==> src/rtl/mem_bus_arbiter.sv <==
// Memory-port arbiter between the CPU core and a DMA/loader requester.
// One access at a time runs IDLE -> ACC (wait states / timeout) -> RESP.
module mem_bus_arbiter #(
   parameter int STARVE_LIMIT = 8,
   parameter int TIMEOUT      = 15
) (
   input  logic        i_clk,
   input  logic        i_rst_n,
   input  logic        i_cpu_req,
   input  logic        i_cpu_we,
   input  logic [15:0] i_cpu_addr,
   input  logic [15:0] i_cpu_wdata,
   output logic        o_cpu_ack,
   output logic        o_cpu_err,
   output logic [15:0] o_cpu_rdata,
   output logic        o_cpu_stall,
   input  logic        i_dma_req,
   input  logic        i_dma_we,
   input  logic [15:0] i_dma_addr,
   input  logic [15:0] i_dma_wdata,
   output logic        o_dma_ack,
   output logic        o_dma_err,
   output logic [15:0] o_dma_rdata,
   output logic [15:0] o_mem_addr,
   output logic [15:0] o_mem_wdata,
   output logic        o_mem_re,
   output logic        o_mem_we,
   input  logic        i_mem_ready,
   input  logic [15:0] i_mem_rdata,
   output logic [1:0]  o_owner
);

   typedef enum logic [1:0] {
      ST_IDLE = 2'b00,
      ST_ACC  = 2'b01,
      ST_RESP = 2'b10
   } state_t;

   localparam logic [1:0] OWN_NONE = 2'b00;
   localparam logic [1:0] OWN_CPU  = 2'b01;
   localparam logic [1:0] OWN_DMA  = 2'b10;
   localparam logic [7:0] STARVE_MAX = 8'(STARVE_LIMIT);
   localparam logic [7:0] TO_LAST    = 8'(TIMEOUT - 1);

   state_t      r_state;
   state_t      w_next_state;
   logic [1:0]  r_owner;
   logic        r_we;
   logic        r_err;
   logic [15:0] r_addr;
   logic [15:0] r_wdata;
   logic [15:0] r_cpu_rdata;
   logic [15:0] r_dma_rdata;
   logic [7:0]  r_to_cnt;
   logic [7:0]  r_starve_cnt;
   logic        w_grant_cpu;
   logic        w_grant_dma;
   logic        w_ready_hit;
   logic        w_timeout_hit;
   logic        w_starve;
   logic        w_in_acc;
   logic        w_in_resp;
   logic        w_cpu_ack;
   logic        w_dma_ack;

   assign w_starve = (r_starve_cnt == STARVE_MAX);

   // Next-state and arbitration decision
   always_comb begin
      w_next_state  = r_state;
      w_grant_cpu   = 1'b0;
      w_grant_dma   = 1'b0;
      w_ready_hit   = 1'b0;
      w_timeout_hit = 1'b0;
      case (r_state)
         ST_IDLE: begin
            if (i_cpu_req | i_dma_req) begin
               w_next_state = ST_ACC;
               if (i_dma_req & (~i_cpu_req | w_starve)) begin
                  w_grant_dma = 1'b1;
               end else begin
                  w_grant_cpu = 1'b1;
               end
            end else begin
               w_next_state = ST_IDLE;
            end
         end
         ST_ACC: begin
            if (i_mem_ready) begin
               w_ready_hit  = 1'b1;
               w_next_state = ST_RESP;
            end else if (r_to_cnt == TO_LAST) begin
               w_timeout_hit = 1'b1;
               w_next_state  = ST_RESP;
            end else begin
               w_next_state = ST_ACC;
            end
         end
         ST_RESP: w_next_state = ST_IDLE;
         default: w_next_state = ST_IDLE;
      endcase
   end

   // State register
   always_ff @(posedge i_clk or negedge i_rst_n) begin
      if (!i_rst_n) begin
         r_state <= ST_IDLE;
      end else begin
         r_state <= w_next_state;
      end
   end

   // Access latches, owner, timeout counter and error flag
   always_ff @(posedge i_clk or negedge i_rst_n) begin
      if (!i_rst_n) begin
         r_owner  <= OWN_NONE;
         r_we     <= 1'b0;
         r_err    <= 1'b0;
         r_addr   <= 16'h0000;
         r_wdata  <= 16'h0000;
         r_to_cnt <= 8'd0;
      end else begin
         case (r_state)
            ST_IDLE: begin
               if (w_grant_dma) begin
                  r_owner  <= OWN_DMA;
                  r_we     <= i_dma_we;
                  r_addr   <= i_dma_addr;
                  r_wdata  <= i_dma_wdata;
                  r_to_cnt <= 8'd0;
               end else if (w_grant_cpu) begin
                  r_owner  <= OWN_CPU;
                  r_we     <= i_cpu_we;
                  r_addr   <= i_cpu_addr;
                  r_wdata  <= i_cpu_wdata;
                  r_to_cnt <= 8'd0;
               end
            end
            ST_ACC: begin
               if (w_ready_hit) begin
                  r_err <= 1'b0;
               end else if (w_timeout_hit) begin
                  r_err <= 1'b1;
               end else begin
                  r_to_cnt <= r_to_cnt + 8'd1;
               end
            end
            ST_RESP: r_owner <= OWN_NONE;
            default: r_owner <= OWN_NONE;
         endcase
      end
   end

   // Per-requester read data; a timed-out read returns zero
   always_ff @(posedge i_clk or negedge i_rst_n) begin
      if (!i_rst_n) begin
         r_cpu_rdata <= 16'h0000;
         r_dma_rdata <= 16'h0000;
      end else if ((w_ready_hit | w_timeout_hit) & ~r_we) begin
         if (r_owner == OWN_CPU) begin
            r_cpu_rdata <= w_ready_hit ? i_mem_rdata : 16'h0000;
         end else if (r_owner == OWN_DMA) begin
            r_dma_rdata <= w_ready_hit ? i_mem_rdata : 16'h0000;
         end
      end
   end

   // DMA starvation counter: counts pending cycles while another party holds the bus
   always_ff @(posedge i_clk or negedge i_rst_n) begin
      if (!i_rst_n) begin
         r_starve_cnt <= 8'd0;
      end else if (~i_dma_req | w_grant_dma) begin
         r_starve_cnt <= 8'd0;
      end else if ((r_owner != OWN_DMA) & ~w_starve) begin
         r_starve_cnt <= r_starve_cnt + 8'd1;
      end
   end

   assign w_in_acc  = (r_state == ST_ACC);
   assign w_in_resp = (r_state == ST_RESP);
   assign w_cpu_ack = w_in_resp & (r_owner == OWN_CPU);
   assign w_dma_ack = w_in_resp & (r_owner == OWN_DMA);

   assign o_mem_re    = w_in_acc & ~r_we;
   assign o_mem_we    = w_in_acc & r_we;
   assign o_mem_addr  = r_addr;
   assign o_mem_wdata = r_wdata;
   assign o_owner     = r_owner;
   assign o_cpu_ack   = w_cpu_ack;
   assign o_cpu_err   = w_cpu_ack & r_err;
   assign o_cpu_rdata = r_cpu_rdata;
   assign o_cpu_stall = i_cpu_req & ~w_cpu_ack;
   assign o_dma_ack   = w_dma_ack;
   assign o_dma_err   = w_dma_ack & r_err;
   assign o_dma_rdata = r_dma_rdata;

endmodule

==> config.mk <==
export PLATFORM = sky130hd
export DESIGN_NAME = mem_bus_arbiter
export DESIGN_NICKNAME = d
export VERILOG_FILES = /design/src/rtl/mem_bus_arbiter.sv
export SDC_FILE = /design/constraint.sdc
export NUM_CORES = 1
export LEC_CHECK = 0
export ABC_AREA = 1
export BUFFER_PORTS_ARGS = -buffer_cell sky130_fd_sc_hd__buf_2
export CAP_MARGIN = 20
export CORE_AREA = 2 2 75 130
export DETAILED_ROUTE_END_ITERATION = 12
export DIE_AREA = 0 0 77 132
export MAX_ROUTING_LAYER = met4
export PLACE_DENSITY = 0.81
export SETUP_SLACK_MARGIN = 0.4
export SYNTH_ARGS = -nofsm -noshare
export SYNTH_HDL_FRONTEND = slang
export SYNTH_SLANG_ARGS = --single-unit
==> constraint.sdc <==
create_clock -name i_clk -period 2.4 [get_ports i_clk]
set_clock_uncertainty 0.2 [all_clocks]
set_input_delay 0.48 -clock i_clk [delete_from_list [all_inputs] [get_ports i_clk]]
set_output_delay 0.48 -clock i_clk [all_outputs]
set_load 0.01 [all_outputs]
* Word level (Yosys, flattened, before mapping)
Cells that the tools add are included.
** Word-level totals
- Flip-flop bits (word level) :: 86
- Input bits :: 87
- Output and inout port bits :: 73
- Logic and storage cells :: 88
** Cells by class
- $add $sub $neg :: 2
- Eq/ne operators :: 10
- Multiplexer cells :: 34
- Bitwise operators :: 21
- Reductions and logical operators :: 11
** Operators by type and width (number)
- two-way mux 16 bit :: 5
- two-way mux 8 bit :: 6
- adder 8 x 1 -> 8 bit (second input constant) :: 2
- == test 8 x 4 -> 1 bit (second input constant) :: 2
- two-way mux 1 bit :: 16
- case mux 8 bit (2 select lines) :: 1
- bitwise AND 1 bit :: 10
- two-way mux 2 bit :: 4
- case mux 2 bit (2 select lines) :: 2
- AND reduction 2 bit :: 4
- nonzero test 2 bit :: 4
- NOT 1 bit :: 7
- inequality test 2 bit (second input constant) :: 3
- == test 2 x 1 -> 1 bit (second input constant) :: 2
- == test 2 bit (second input constant) :: 2
- bitwise OR 1 bit :: 4
- AND reduction 4 bit :: 1
- inequality test 3 bit (second input constant) :: 1
- AND reduction 3 bit :: 1
- logical NOT 2 bit :: 1

* Depth between registers and ports, before layout
- Depth after elaboration :: 9
- Depth in mapped cells :: 9
- Gate-level depth less buffers :: 9

* Worst setup path before layout
No wires, ideal clock.
- Kind :: reg-to-output
- Start point :: register r_owner[1] (netlist: o_owner[1])
- End point :: output o_dma_err
- Data arrival time :: 1147 ps
- Required time :: 1720 ps
- Slack :: 573 ps
- Stages on the path, launching flop included :: 5
- Buffers on the path :: 0
- Cells stage by stage :: dfrtp_1 > inv_1 > nor2_2 > inv_1 > nor4_1
** Between the ends
- Word-level cells in the longest chain between the ends :: 3
** RTL lines
- start, declared :: line 47 : logic [1:0] r_owner;
- start signal, assigned :: line 116 : r_owner <= OWN_NONE;
- start signal, assigned :: line 126 : r_owner <= OWN_DMA;
- start signal, assigned :: line 132 : r_owner <= OWN_CPU;
- == test 2 bit :: line 182 : assign w_dma_ack = w_in_resp & (r_owner == OWN_DMA);
- bitwise AND 1 bit :: line 182
- bitwise AND 1 bit :: line 194 : assign o_dma_err = w_dma_ack & r_err;
- end, declared :: line 22 : output logic o_dma_err,
Every way passes these cells.

* Worst setup path after layout
- Start point :: register r_owner[1] (netlist: o_owner[1])
- End point :: output o_dma_ack
** Between the ends
- Word-level cells in the longest chain between the ends :: 2
** RTL lines
- == test 2 bit :: line 182
- bitwise AND 1 bit :: line 182
- end, declared :: line 21 : output logic o_dma_ack,
Every way passes these cells.

==> results.cfg <==
[die]
core_um2 = 9090
num_rows = 46
dieWidth_um = 77
dieArea_um2 = 10200
die_y_um = 132
initial_core_util_pct = 49.0
pin_count = 160

[yosys]
synth_edf_count = 0
synth_flop_cell = dfrtp_1
synthMuxAreaShare_pct = 0.225
synth_simple_gate_area_share_pct = 36.2
synth_most_common_cell = nand2_1
ys_async_sr_fraction_pct = 100
syn_nets = 689
yosys.area.top_type_share_pct = 48.3
ys_seq_area_share_pct = 48.3
synth_common_cells = nand2_1 (204), inv_1 (93), dfrtp_1 (86), nand4_1 (69), nand3_1 (48)
yosysWarningCount = 0
yosysTopAreaCell = dfrtp_1
synth_top_family_by_area = simple AND/OR/NAND/NOR gates
synth_fa_ha_area_share_pct = 1.12
synth-compound-area-share_pct = 2.41
synth_cells = 598
netlist_top_cells_area = dfrtp_1 (48%), nand2_1 (17%), nand4_1 (9.7%)
netlist_area_um2 = 4460
post_synth_num_cell_types = 26
synth_xor_area_share_pct = 0.786
ys_ff_latch = 86
avgSynthCellArea_um2 = 7.45

[clock_network]
cts_tree = yes
clkSinkCount = 86
root_buffer = clkbuf_16
clkTransAtPathRegs_ns = 0.06
cts_buffers = 9
htree_levels = 3
clk_latency_ns = 0.34
clock_path_buffers = 2

[placement]
place.gp.congestion = 0.830
placed_cell_area_um2 = 5400
dp.cells = 862
io_buffers = 159
dp_hpwl_um = 8730
place_ws_ns = 0.406

[drt]
drc_errors = 0
drtIter0Drc = 326
routed_via_density = 5.25
ant_nets = 0
first_pass_iters = 8
wl_per_cell_um = 14.1
routed_wl_um = 12500
vias = 4664

[run]
maxCapViolations = 0

[layout]
area_growth_pct = 31.8
instances_no_fill = 888
antenna_cells = 0
layout.nets = 855
fin_area_um2 = 5880
drive_gt1_share_pct = 27.6
final_util_pct = 64.6

[critical_path]
crit_buf_inv = 3
cp_max_fo = 3
ff2ff_setup_slack_ns = 0.46
cpMostUsedCell = inv_1
worstPathArrival_ns = 1.38
cp-end-kind = output port
start_kind = flop
cp_cell_sequence = inv_1 -> nor2_2 -> inv_1 -> nor3_1 -> buf_2
max_stage_delay_ns = 0.38
critPathSlowestCell = dfrtp_1
cp_top_family = flip-flops
crit_required_ns = 1.72
worstSetupPathType = flop to output port

[timing]
hold_ws_ns = 0.203
tightest_slew_ns = 0.603
hold_violations = 0
slew_viol_final = 0
setup_violations = 0
period_share_pct = 85.9
rsz0062_at_grt = true
min_period_ns = 2.06
tns_ns = 0
timing.final.ws_setup_ns = 0.339
relSlewSlack_pct = 59.7
max_freq_mhz = 485

[outcome]
outcome = completed

[power_and_ir_drop]
irDropWorstVdd_mv = 0.631
power_density_nw_per_um2 = 1110
leakagePower_nw = 3.44
finalPower_mw = 6.52

[grt]
grt_max_degree = 39
grt_pass1_wl_um = 20300
grt-ovfl-total = 0
antenna_found_initial = 0
grt_use_total_pct = 25.2
first_global_vias = 4491

[min_path]
hold_class = input port to flop
[report_power, final]
group	internal, mW	leakage, nW	total, mW	switching [mW]
sequential	2.02	1.10	2.36	0.342
combinational	0.957	2.19	2.67	1.71
clock	0.937	0.153	1.49	0.550
[what timing repair did]
action / CTS / global route
pin swaps: 1 / 3
hold buffers: 1 / 0
gates resized for setup: 2 / 8
endpoints found under the hold margin: 35 / 0
setup endpoints to repair: 7 / 69
setup buffers: 2 / 6
cloned: 1 / 1
[path summary, 6_finish.rpt]
| check | cells after the start | startpoint | to |
|---|---|---|---|
| max | 5 | o_owner[1] | o_dma_ack |
| min | 3 | i_mem_rdata[5] | o_dma_rdata[5] |
| max reg2reg | 7 | r_to_cnt[0] | o_dma_rdata[11] |
| min reg2reg | 2 | o_cpu_rdata[14] | o_cpu_rdata[14] |
| max in group asynchronous | 3 | i_rst_n | r_to_cnt[6] |
| min in group asynchronous | 2 | i_rst_n | o_cpu_rdata[5] |
[routing by layer]
layer	wire length, um	global-route usage (%)
met1	4760	29.3
met3	1010	4.11
met5	0	-
met4	263	10.5
met2	6510	43.0
[layout by cell type (no fill, tap or decap), types with 2 or more instances in the layout]
cell type    n
nand3_1     48
clkinv_1     2
nor2_1      24
bufinv_16    2
buf_4       18
clkbuf_16   10
buf_2      158
nor3_1       3
buf_6        2
xor2_1       2
inv_1       92
nand4_1     69
nand2_1    204
xnor2_1      2
inv_2        4
buf_12       3
o21ai_0     11
a21oi_1      3
nand2_2      2
clkbuf_1     2
ha_1         4
nor2_2       5
dfrtp_1     86
nand3_4      2
[state kept, by name (all words and copies together) (netlist names)]
signal        flops
r_err             1
r_state           2
o_mem_wdata      16
r_we              1
r_starve_cnt      8
o_mem_addr       16
o_owner           2
o_dma_rdata      16
r_to_cnt          8
o_cpu_rdata      16
[worst min-delay path, stage by stage]
cell     delay [ns]
buf_2          0.09
nand4_1        0.07
nand2_1        0.06
[final cells by class]
class,instances,area (um^2)
sequential,86,2150
tap,120,150
timing repair buffer,183,1040
inverter,98,368
clock buffer,12,246
fill,798,3220
clock inverter,3,68.8
multi-input combinational,386,1850
[cells by family (layout without fill, tap and decap cells)]
family / count (synthesis) / after routing
and+or+nand+nor: 358 / 359
buffers and inverters: 127 / 296
muxes: 1 / 1
adders and majority gates: 4 / 4
AOI/OAI and AO/OA: 18 / 18
xor gates and xnor gates: 4 / 4
DFF: 86 / 86
No activity file was read; power rests on OpenSTA's default activity.
